**config.mk**
```make
export PLATFORM = sky130hd
export DESIGN_NAME = fb_arbiter
export DESIGN_NICKNAME = d
export VERILOG_FILES = /design/src/rtl/fb_arbiter.sv
export SDC_FILE = /design/constraint.sdc
export NUM_CORES = 1
export LEC_CHECK = 0
export ABC_CLOCK_PERIOD_IN_PS = 4250
export CAP_MARGIN = 10
export CORE_ASPECT_RATIO = 0.7
export CORE_MARGIN = 5
export CORE_UTILIZATION = 55
export DETAILED_ROUTE_END_ITERATION = 16
export HOLD_SLACK_MARGIN = 0.15
export PLACE_DENSITY_LB_ADDON = 0.25
export SETUP_SLACK_MARGIN = 0.2
export SKIP_CTS_REPAIR_TIMING = 1
export SLEW_MARGIN = 20
export SYNTH_ARGS = -nofsm -noshare
export SYNTH_HDL_FRONTEND = slang
export SYNTH_SLANG_ARGS = --single-unit
export TNS_END_PERCENT = 50
```
**constraint.sdc**
```tcl
create_clock -name clk_10mhz -period 4.25 [get_ports clk_10mhz]
set_input_delay 0.85 -clock clk_10mhz [delete_from_list [all_inputs] [get_ports clk_10mhz]]
set_output_delay 0.85 -clock clk_10mhz [all_outputs]
set_load 0.05 [all_outputs]
```
**src/rtl/fb_arbiter.sv**
```systemverilog
// Framebuffer port arbiter: scanout reads take priority over queued host pixel writes
// on one single-port RAM, and host strobes cross in through a synchronizer into a small FIFO.
module fb_arbiter #(
  parameter int ADDR_W     = 15,
  parameter int DATA_W     = 3,
  parameter int FIFO_DEPTH = 4
) (
  input  logic                          clk_10mhz,
  input  logic                          reset,
  input  logic                          interrupt,
  input  logic [ADDR_W-1:0]             host_addr,
  input  logic [DATA_W-1:0]             host_rgb,
  input  logic                          pix_req,
  input  logic [ADDR_W-1:0]             pix_addr,
  output logic [DATA_W-1:0]             pix_rgb,
  output logic                          pix_valid,
  output logic [ADDR_W-1:0]             mem_addr,
  output logic [DATA_W-1:0]             mem_din,
  output logic                          mem_we,
  input  logic [DATA_W-1:0]             mem_dout,
  output logic [$clog2(FIFO_DEPTH):0]   fifo_level,
  output logic                          wr_overflow
);

  localparam int PTR_W = $clog2(FIFO_DEPTH);
  localparam logic [PTR_W:0] PTR_ONE = {{PTR_W{1'b0}}, 1'b1};

  typedef enum logic [1:0] {IDLE, RD, WR} state_t;

  state_t              r_state;
  logic                r_sync_p0, r_sync_p1, r_sync_p2;
  logic                r_vld_p0, r_vld_p1;
  logic                r_armed;
  logic                r_rd_p1;
  logic [PTR_W:0]      r_wptr, r_rptr;
  logic [ADDR_W-1:0]   r_q_addr [FIFO_DEPTH];
  logic [DATA_W-1:0]   r_q_rgb  [FIFO_DEPTH];

  logic                w_edge, w_empty, w_full, w_pop, w_push, w_drop;
  logic [ADDR_W-1:0]   w_head_addr;
  logic [DATA_W-1:0]   w_head_rgb;

  // Stage p0..p2: synchronizer plus edge flop. Edges are only armed once the
  // synchronized strobe has really been seen low, so a strobe already high at
  // reset release is ignored until it drops and rises again.
  always_ff @(posedge clk_10mhz or posedge reset) begin
    if (reset) begin
      r_sync_p0 <= 1'b0;
      r_sync_p1 <= 1'b0;
      r_sync_p2 <= 1'b0;
      r_vld_p0  <= 1'b0;
      r_vld_p1  <= 1'b0;
      r_armed   <= 1'b0;
    end else begin
      r_sync_p0 <= interrupt;
      r_sync_p1 <= r_sync_p0;
      r_sync_p2 <= r_sync_p1;
      r_vld_p0  <= 1'b1;
      r_vld_p1  <= r_vld_p0;
      if (r_vld_p1 && !r_sync_p1) r_armed <= 1'b1;
    end
  end

  assign w_edge = r_armed & r_sync_p1 & ~r_sync_p2;

  assign w_empty     = (r_wptr == r_rptr);
  assign w_full      = (r_wptr[PTR_W] != r_rptr[PTR_W]) &&
                       (r_wptr[PTR_W-1:0] == r_rptr[PTR_W-1:0]);
  assign w_pop       = ~pix_req & ~w_empty;
  assign w_push      = w_edge & (~w_full | w_pop);
  assign w_drop      = w_edge & w_full & ~w_pop;
  assign w_head_addr = r_q_addr[r_rptr[PTR_W-1:0]];
  assign w_head_rgb  = r_q_rgb[r_rptr[PTR_W-1:0]];
  assign fifo_level  = r_wptr - r_rptr;

  // A push into a full queue with a concurrent pop reuses the head slot; the
  // head is read combinationally before the edge that overwrites it.
  always_ff @(posedge clk_10mhz) begin
    if (w_push) begin
      r_q_addr[r_wptr[PTR_W-1:0]] <= host_addr;
      r_q_rgb[r_wptr[PTR_W-1:0]]  <= host_rgb;
    end
  end

  always_ff @(posedge clk_10mhz or posedge reset) begin
    if (reset) begin
      r_wptr      <= '0;
      r_rptr      <= '0;
      wr_overflow <= 1'b0;
    end else begin
      if (w_push) r_wptr <= r_wptr + PTR_ONE;
      if (w_pop)  r_rptr <= r_rptr + PTR_ONE;
      if (w_drop) wr_overflow <= 1'b1;
    end
  end

  // Stage p1: RAM port issue (state, address, write strobe).
  // Stage p2: read data returned by the RAM is captured for scanout.
  always_ff @(posedge clk_10mhz or posedge reset) begin
    if (reset) begin
      r_state   <= IDLE;
      mem_addr  <= '0;
      mem_din   <= '0;
      mem_we    <= 1'b0;
      r_rd_p1   <= 1'b0;
      pix_valid <= 1'b0;
      pix_rgb   <= '0;
    end else begin
      r_rd_p1   <= (r_state == RD);
      pix_valid <= r_rd_p1;
      if (r_rd_p1) pix_rgb <= mem_dout;
      if (pix_req) begin
        r_state  <= RD;
        mem_addr <= pix_addr;
        mem_we   <= 1'b0;
      end else if (!w_empty) begin
        r_state  <= WR;
        mem_addr <= w_head_addr;
        mem_din  <= w_head_rgb;
        mem_we   <= 1'b1;
      end else begin
        r_state  <= IDLE;
        mem_we   <= 1'b0;
      end
    end
  end

endmodule

```
Yosys cells after proc, flatten, opt, wreduce, memory -nomap -nowiden
Memories as Yosys holds them, arrays and structs flattened. A register that Yosys moved wholly into a read port is not among the register bits.
Cells that the tools add are included.
{"block": "totals", "regBits": 36, "ram_bits": 72, "input_bits": 40, "out_inout_bits": 27, "wordCells": 49, "memories": 2}
{"name": "r_q_addr", "words": 4, "width": 15, "read_ports": 1, "rd_clocked_by_memory_dff": 0, "write_ports": 1, "line": "36", "text": "logic [ADDR_W-1:0] r_q_addr [FIFO_DEPTH];"}
{"name": "r_q_rgb", "words": 4, "width": 3, "read_ports": 1, "rd_clocked_by_memory_dff": 1, "write_ports": 1, "line": "37", "text": "logic [DATA_W-1:0] r_q_rgb [FIFO_DEPTH];"}
{"block": "classes", "add_sub_neg": 3, "eq_ne": 5, "mux": 8, "bitwise": 12, "n_reduce_logical": 4}
{"cell": "2-to-1 mux 15 bit", "n": 2}
{"cell": "adder 3 x 1 -> 3 bit (second input constant)", "n": 2}
{"cell": "AND 1 bit", "n": 6}
{"cell": "inverter 1 bit", "n": 5}
{"cell": "2-to-1 mux 1 bit", "n": 4}
{"cell": "2-to-1 mux 2 bit", "n": 2}
{"cell": "equality test 3 bit", "n": 1}
{"cell": "subtractor 3 bit", "n": 1}
{"cell": "equality test 2 x 1 -> 1 bit (second input constant)", "n": 1}
{"cell": "equality test 2 bit", "n": 1}
{"cell": "logical AND 1 bit", "n": 2}
{"cell": "!= test 2 bit (second input constant)", "n": 1}
{"cell": "AND reduction 2 bit", "n": 1}
{"cell": "logical NOT 1 bit", "n": 1}
{"cell": "!= test 1 bit", "n": 1}
{"cell": "OR 1 bit", "n": 1}

Depth between registers and ports, before layout
Gate-level depths: netlist of the first run.
{"block": "depth", "ltp_word": 7, "depth_mapped": 7, "mapped_depth_nobuf": 5}

Worst setup path before layout of the first run
OpenSTA, ideal clock, no wires.
{"block": "synth_path", "kind": "reg2out", "from": "register r_wptr[0]", "to": "output port fifo_level[2]", "arrival_ns": 1.865, "required_ns": 3.400, "setup_slack_ns": 1.535, "stages_incl_launch_ff": 5, "path_buffers": 0, "path_cell_list": "dfrtp_1 > inv_1 > ha_1 > fa_1 > xnor2_1"}
{"block": "synth_via", "elab_chain_cells": 1}
{"element": "from (decl)", "line": "35", "text": "logic [PTR_W:0] r_wptr, r_rptr;"}
{"element": "from (signal assigned)", "line": "91", "text": "if (w_push) r_wptr <= r_wptr + PTR_ONE;"}
{"element": "subtractor 3 bit", "line": "74", "text": "assign fifo_level = r_wptr - r_rptr;"}
{"element": "to (decl)", "line": "21", "text": "output logic [$clog2(FIFO_DEPTH):0] fifo_level,"}
Every way passes these cells.

Worst setup path after layout of the first run
Same ends and word-level chain as after synthesis.

==> summary.md, run 1 <==
| Metric | Value |
|---|---|
| Drt total wl | `7.659 mm` |
| Ant. Diodes | `0` |
| Setup CP Type | `reg -> out` |
| Cells after DPL | `380` |
| Largest stage delay on the critical path | `0.82 ns` |
| Slew Limit Fails | `0` |
| 1st-iter DRT viols | `about 100` |
| WP buf/inv | `2` |
| Max_cap viols | `0` |
| Clock tree sinks | `110` |
| Reg clk slew, reported paths | `0.10 ns` |
| Final core occ | `approximately 71%` |
| Slowest-stage cell, CP | `clkdlybuf4s50_1` |
| Cells after Synth | `218` |
| Post-synthesis register bit count | `110` |
| Via-to-Cell Ratio | `around 5.6` |
| Grt total ovfl | `0` |
| Arr. time, crit path | `2.48 ns` |
| Max Freq | `0.3006 GHz` |
| Mean Syn Cell Area | `around 20 sq um` |
| Leakage power | `1.932 nW` |
| Num CTS Buffers | `9` |
| Critical path startpoint category | `flip-flop` |
| Number of global-route vias before repair | `2339` |
| Drt drc | `0` |
| Via count | `~2200` |
| Clk Latency, worst-skew pair | `around 0.36 ns` |
| Clock buffer depth | `2` |
| CP required | `3.40 ns` |
| CP Capture Type | `primary output` |
| Share of layout cells above drive strength 1 | `roughly an eighth` |
| RSZ-0062 raised after global routing | `no` |
| Setup tns final | `0 ns` |
| Met3 wire len | `around 540 microns` |
| Routed Antenna Nets | `0` |
| Final period util | `between 70% and 80%` |
| DIE AREA | `9660 sq um` |
| Mapped Nets | `roughly 270` |
| Die height | `83.75 microns` |
| WL met2 | `approximately 3.7 mm` |
| DR top layer | `met4` |
| Rel. slew slack | `between 40% and 50%` |
| Die width | `115.4 microns` |
| CP top delay family | `buffers and inverters` |
| Final setup violation count | `0` |
| Drt first pass iters | `4` |
| HPWL Detailed | `~5.1 mm` |
| Rows | `26` |
| Post-synthesis cell area | `4273 sq um` |
| Non-filler cells, final | `between 300 and 400` |
| CTS tree | `done` |
| Core Region | `about 7400 sq um` |
| Clk root buf | `clkbuf_8` |
| Global-route wire length before repair | `~12 mm` |
| Largest net degree at the start of global routing | `39` |
| Wire per inst | `19.34 microns` |
| # IOs | `67` |
| PwrDens | `688.0 nW/um^2` |
| Post-synth top flop | `edfxtp_1` |
| Worst-case vdd ir drop | `roughly 370 uV` |
| Area growth from synthesis to layout | `22.52%` |
| Synth cell types | `29` |
| Final net count | `~340` |
| Gr usage total | `17.19%` |
| Sequential area share after synthesis | `about 73%` |
| # fillers | `495` |
| Tmin final | `3.327 ns` |
| H-Tree Depth | `3` |
| Least-Margin Pin Slew | `~0.79 ns` |
| Hold Violations, Final | `0` |
| Asr flop ratio synth | `34.55%` |
| Worst Hold Class | `reg -> reg` |
| Initial antenna violation count | `0` |
| CP Max Fanout | `4` |
| Post-synth EDFFs | `between 70 and 80` |
| Synthesis Warnings | `0` |
| Run status | `complete, no violations` |
| Initial core utilization | `57.61%` |
| Wl on met1 | `3.305 mm` |
| Worst Skew | `between 0.01 and 0.015 ns` |
| Routability cong. | `around 0.74` |
| Port Buf Inserts | `66` |
| Crit path cell chain | `inv_1 -> ha_1 -> fa_1 -> xnor2_1 -> clkdlybuf4s50_1` |
## synth_stat cells (2+ instances only)
library cell	number	area share [%]
clkbuf_1	4	0.35
xor2_1	2	0.41
edfxtp_1	72	51
and2_1	18	2.6
ha_1	7	2.0
xnor2_1	4	0.82
mux4_2	7	3.7
buf_2	3	0.35
inv_1	10	0.88
a21oi_1	3	0.35
nand2_1	2	0.18
a221o_1	15	3.5
mux2_2	8	2.1
dfrtp_1	38	22
mux4_1	11	6.8
## metrics by stage
step / instance area (sq um) / setup WS, ns / total power (W) / hold slack (ns)
after floorplan: 4273 / 1.535 / 0.002590 / 0.3312
after detailed placement: 5051 / 1.120 / 0.003084 / 0.3356
after global placement: 5051 / 1.153 / 0.003045 / 0.3326
after CTS: 5229 / 0.8799 / 0.003634 / 0.3570
after global routing: 5235 / 0.7654 / 0.003789 / 0.3796
final: 5235 / 0.9230 / 0.003602 / 0.3534
## placed cells by master, fill, tap and decap left out, types with 4 or more instances in the layout
| master | n |
|---|---|
| clkbuf_8 | 10 |
| and2_1 | 18 |
| inv_1 | 9 |
| a221o_1 | 15 |
| edfxtp_1 | 72 |
| clkdlybuf4s50_1 | 66 |
| mux2_2 | 8 |
| buf_4 | 7 |
| ha_1 | 7 |
| mux4_2 | 7 |
| dfrtp_1 | 38 |
| xnor2_1 | 4 |
| mux4_1 | 11 |
## routing by layer
layer / global-route usage, % / vias up
met5: 0 / -
met3: 5.435 / 7
met2: 27.42 / 68
met1: 23.50 / 1126
li1: - / 1003
met4: 3.518 / 0
## cell families after synthesis
group	share of synthesized area (%)
other	0.08776
buffers and inverters	2.313
AND/OR/NAND/NOR	3.719
flip-flops	72.85
XOR/XNOR	1.230
AO/OA/AOI/OAI	4.714
adder cells (fa/ha/maj)	2.518
multiplexers	12.56
## cell type report
class,instances,area (sq um),share of cell area (%)
Timing Repair Buffer,73,713.2,13.62
Multi-Input combinational cell,89,1071,20.46
Clock buffer,12,145.1,2.772
Sequential cell,110,3113,59.46
Inverter,10,37.54,0.7170
Clock inverter,4,32.53,0.6214
Tap cell,98,122.6,2.342
## state kept, by name (all words and copies together) (netlist names)
| signal | cells |
|---|---|
| wr_overflow | 1 |
| r_state | 1 |
| r_sync_p1 | 1 |
| pix_valid | 1 |
| r_vld_p1 | 1 |
| r_rptr | 3 |
| r_wptr | 3 |
| pix_rgb | 3 |
| r_rd_p1 | 1 |
| r_sync_p0 | 1 |
| mem_we | 1 |
| r_armed | 1 |
| r_vld_p0 | 1 |
| r_q_addr | 60 |
| r_sync_p2 | 1 |
| mem_addr | 15 |
| mem_din | 3 |
| r_q_rgb | 12 |
## where the power goes
part | total, W | internal, W | switching, W
Clock | 0.000554 | 0.000232 | 0.000322
Sequential | 0.00147 | 0.00136 | 0.000110
Combinational | 0.00158 | 0.000629 | 0.000950
## worst paths after layout
path                       startpoint              to  slack [ns]  cells past startpoint
setup / recovery            r_wptr[0]   fifo_level[2]        0.92                      5
hold / removal               r_vld_p0        r_vld_p1        0.35                      0
setup reg to reg            r_rptr[1]  r_q_addr[3][4]        1.52                      6
hold reg to reg              r_vld_p0        r_vld_p1        0.35                      0
max in group asynchronous       reset     mem_addr[6]        2.99                      3
min in group asynchronous       reset      pix_rgb[0]        0.91                      3
Power figures use the tool's default switching activity.
==> run 2, diff against run 1 <==
- ABC_CLOCK_PERIOD_IN_PS: 4250 -> 3200
- CORE_UTILIZATION: 55 -> 53
- clock period: 4.25 -> 3.2 ns (I/O delays scaled with it)
==> run 2 against run 1 <==
Compared with the run above: first-iteration DRC count rose by 33%; core utilization down 2.0 points; sequential share of layout area fell by 1.8 points; register-to-register slack worse by 0.74 ns; critical endpoint unchanged; highest routed layer unchanged.
==> summary.md, run 2 (synthesis results as in run 1) <==
| Metric | Value |
|---|---|
| Clk Latency, worst-skew pair | `0.34 ns (was 0.36 ns)` |
| Reg2Reg Setup Slack | `0.78 ns (was 1.52 ns)` |
| Initial antenna violation count | `0 (unchanged)` |
| WL met2 | `3.660 mm (was 3.732 mm)` |
| Setup CP Type | `reg -> out (unchanged)` |
| CP Max Fanout | `4 (unchanged)` |
| Num CTS Buffers | `9 (unchanged)` |
| Clock buffer depth | `2 (unchanged)` |
| R2R Path Start | `r_wptr[0] (was r_rptr[1])` |
| Commonest non-fill, non-tap cells in the layout | `edfxtp_1, clkdlybuf4s50_1, dfrtp_1 (unchanged)` |
| Die height | `85.12 microns (was 83.75 microns)` |
| 1st-iter DRT viols | `136 (was 102)` |
| Routed Antenna Nets | `0 (unchanged)` |
| Setup tns final | `0 ns (unchanged)` |
| DIE AREA | `9986 sq um (was 9660 sq um)` |
| Ant. Diodes | `0 (unchanged)` |
| Routability cong. | `0.7056 (was 0.7401)` |
| Worst-case vdd ir drop | `581.6 uV (was 365.4 uV)` |
| WHS Path Cells | `0 (unchanged)` |
| Grt total ovfl | `0 (unchanged)` |
| Final Cell Area | `5401 sq um (was 5235 sq um)` |
| Met3 wire len | `636 microns (was 540 microns)` |
| Final net count | `346 (was 341)` |
| Global-route wire length before repair | `12.92 mm (was 12.34 mm)` |
| Worst Hold Class | `reg -> reg (unchanged)` |
| Cells after DPL | `388 (was 380)` |
| Wl on met1 | `3.505 mm (was 3.305 mm)` |
| Hold Violations, Final | `0 (unchanged)` |
| Wire per inst | `19.64 microns (was 19.34 microns)` |
| Via-to-Cell Ratio | `5.463 (was 5.566)` |
| Max FFs per register | `60 (unchanged)` |
| # IOs | `67 (unchanged)` |
| Final period util | `about four fifths` |
| Critical path startpoint category | `flip-flop (unchanged)` |
| Reg clk slew, reported paths | `0.07 ns (was 0.10 ns)` |
| Rows | `27 (was 26)` |
| H-Tree Depth | `3 (unchanged)` |
| Drt drc | `0 (unchanged)` |
| Post-placement cell area | `5110 sq um (was 5051 sq um)` |
| HPWL Detailed | `5.416 mm (was 5.113 mm)` |
| Leakage power | `2.023 nW (was 1.932 nW)` |
| Reg2Reg Capture Point | `mem_addr[12] (was r_q_addr[3][4])` |
| Die width | `117.3 microns (was 115.4 microns)` |
| Non-filler cells, final | `404 (was 396)` |
| Initial core utilization | `54.28% (was 57.61%)` |
| Hold Slack | `0.3492 ns (was 0.3534 ns)` |
| Port Buf Inserts | `66 (unchanged)` |
| Run status | `complete, no violations (unchanged)` |
| Core Region | `7871 sq um (was 7417 sq um)` |
| Via count | `2207 (was 2204)` |
| PwrDens | `969.2 nW/um^2 (was 688.0 nW/um^2)` |
| CP required | `2.56 ns (was 3.40 ns)` |
| RSZ-0062 raised after global routing | `no (unchanged)` |
| Worst Skew | `0.003858 ns (was 0.01143 ns)` |
| Gr usage total | `17.15% (was 17.19%)` |
| Commonest non-fill, non-tap cell in the layout | `edfxtp_1 (unchanged)` |
| Tmin final | `2.512 ns` |
| Slew Limit Fails | `0 (unchanged)` |
| Drt first pass iters | `4 (unchanged)` |
| Hold Path Origin | `r_vld_p0 (unchanged)` |
| Drt total wl | `7.933 mm (was 7.659 mm)` |
| Share of layout cells above drive strength 1 | `15.51% (was 12.75%)` |
| Max Freq | `between 0.3 and 0.4 GHz` |
| Clk root buf | `clkbuf_16 (was clkbuf_8)` |
| Clock tree sinks | `110 (unchanged)` |
| Area growth from synthesis to layout | `26.41% (was 22.52%)` |
| WHS Endpoint | `r_vld_p1 (unchanged)` |
| CTS tree | `done (unchanged)` |
| Arr. time, crit path | `1.87 ns (was 2.48 ns)` |
| Max_cap viols | `0 (unchanged)` |
| DR top layer | `met4 (unchanged)` |
| Final setup violation count | `0 (unchanged)` |
| Least-Margin Pin Slew | `1.107 ns (was 0.7884 ns)` |
| Total power | `0.005235 W (was 0.003602 W)` |
| Rel. slew slack | `25.87% (was 47.27%)` |
| CP Capture Type | `primary output (unchanged)` |
| Largest net degree at the start of global routing | `30 (was 39)` |
| R2R depth | `5 (was 6)` |
| Number of global-route vias before repair | `2338 (was 2339)` |
[run 2: cell types whose count changed in the layout (fill, tap and decap cells not counted)]
cell | before | now
clkdlybuf4s50_1 | 66 | 63
clkbuf_1 | 2 | 1
inv_2 | 0 | 1
clkinv_4 | 2 | 0
buf_4 | 7 | 13
clkbuf_16 | 0 | 9
inv_6 | 0 | 1
buf_12 | 0 | 2
bufinv_16 | 0 | 1
clkinv_2 | 0 | 1
clkbuf_8 | 10 | 0
nor3b_2 | 0 | 1
nor3b_4 | 1 | 0
[run 2: worst max-delay path: stages (launching register included)]
cell and delay (ns):
dfrtp_1 0.37, inv_1 0.10, ha_1 0.22, fa_1 0.37
xnor2_1 0.28, buf_12 0.18
[run 2: final cells by class]
class / count / area (sq um)
sequential: 110 / 3113
fill: 543 / 2470
multi-input combinational: 89 / 1065
timing repair buffer: 78 / 768.2
clock buffer: 10 / 229.0
tap: 101 / 126.4
clock inverter: 6 / 62.56
inverter: 10 / 37.54
[run 2: per-stage QoR]
stage | utilization [%] | setup WS (ns)
finish | 68.62 | 0.6876
global route | 68.62 | 0.5390
CTS | 68.62 | 0.6499
detailed placement | 64.92 | 0.6915
global placement | 64.92 | 0.7576
floorplan | - | 0.6796
[run 2: per-layer routing]
| layer | up-vias | GRT usage [%] |
|---|---|---|
| met5 | - | 0 |
| met1 | 1107 | 23.00 |
| met2 | 77 | 26.03 |
| met4 | 0 | 6.428 |
| met3 | 10 | 6.196 |
| li1 | 1013 | - |
[run 2: worst max path at each step]
stage	start	endpoint	cells after the start
floorplan	r_rptr[1]	r_q_addr[0][0]	6
global placement	pix_req	mem_addr[1]	3
detailed placement	pix_req	mem_addr[7]	3
CTS	r_wptr[0]	fifo_level[2]	5
global route	r_wptr[0]	fifo_level[2]	5
finish	r_wptr[0]	fifo_level[2]	5
[run 2: report_power, final]
group | leakage [nW] | switching (W) | internal [W]
clock | 0.137 | 0.000469 | 0.000605
sequential | 1.10 | 0.000146 | 0.00181
combinational | 0.787 | 0.00129 | 0.000919
total | 2.02 | 0.00190 | 0.00333
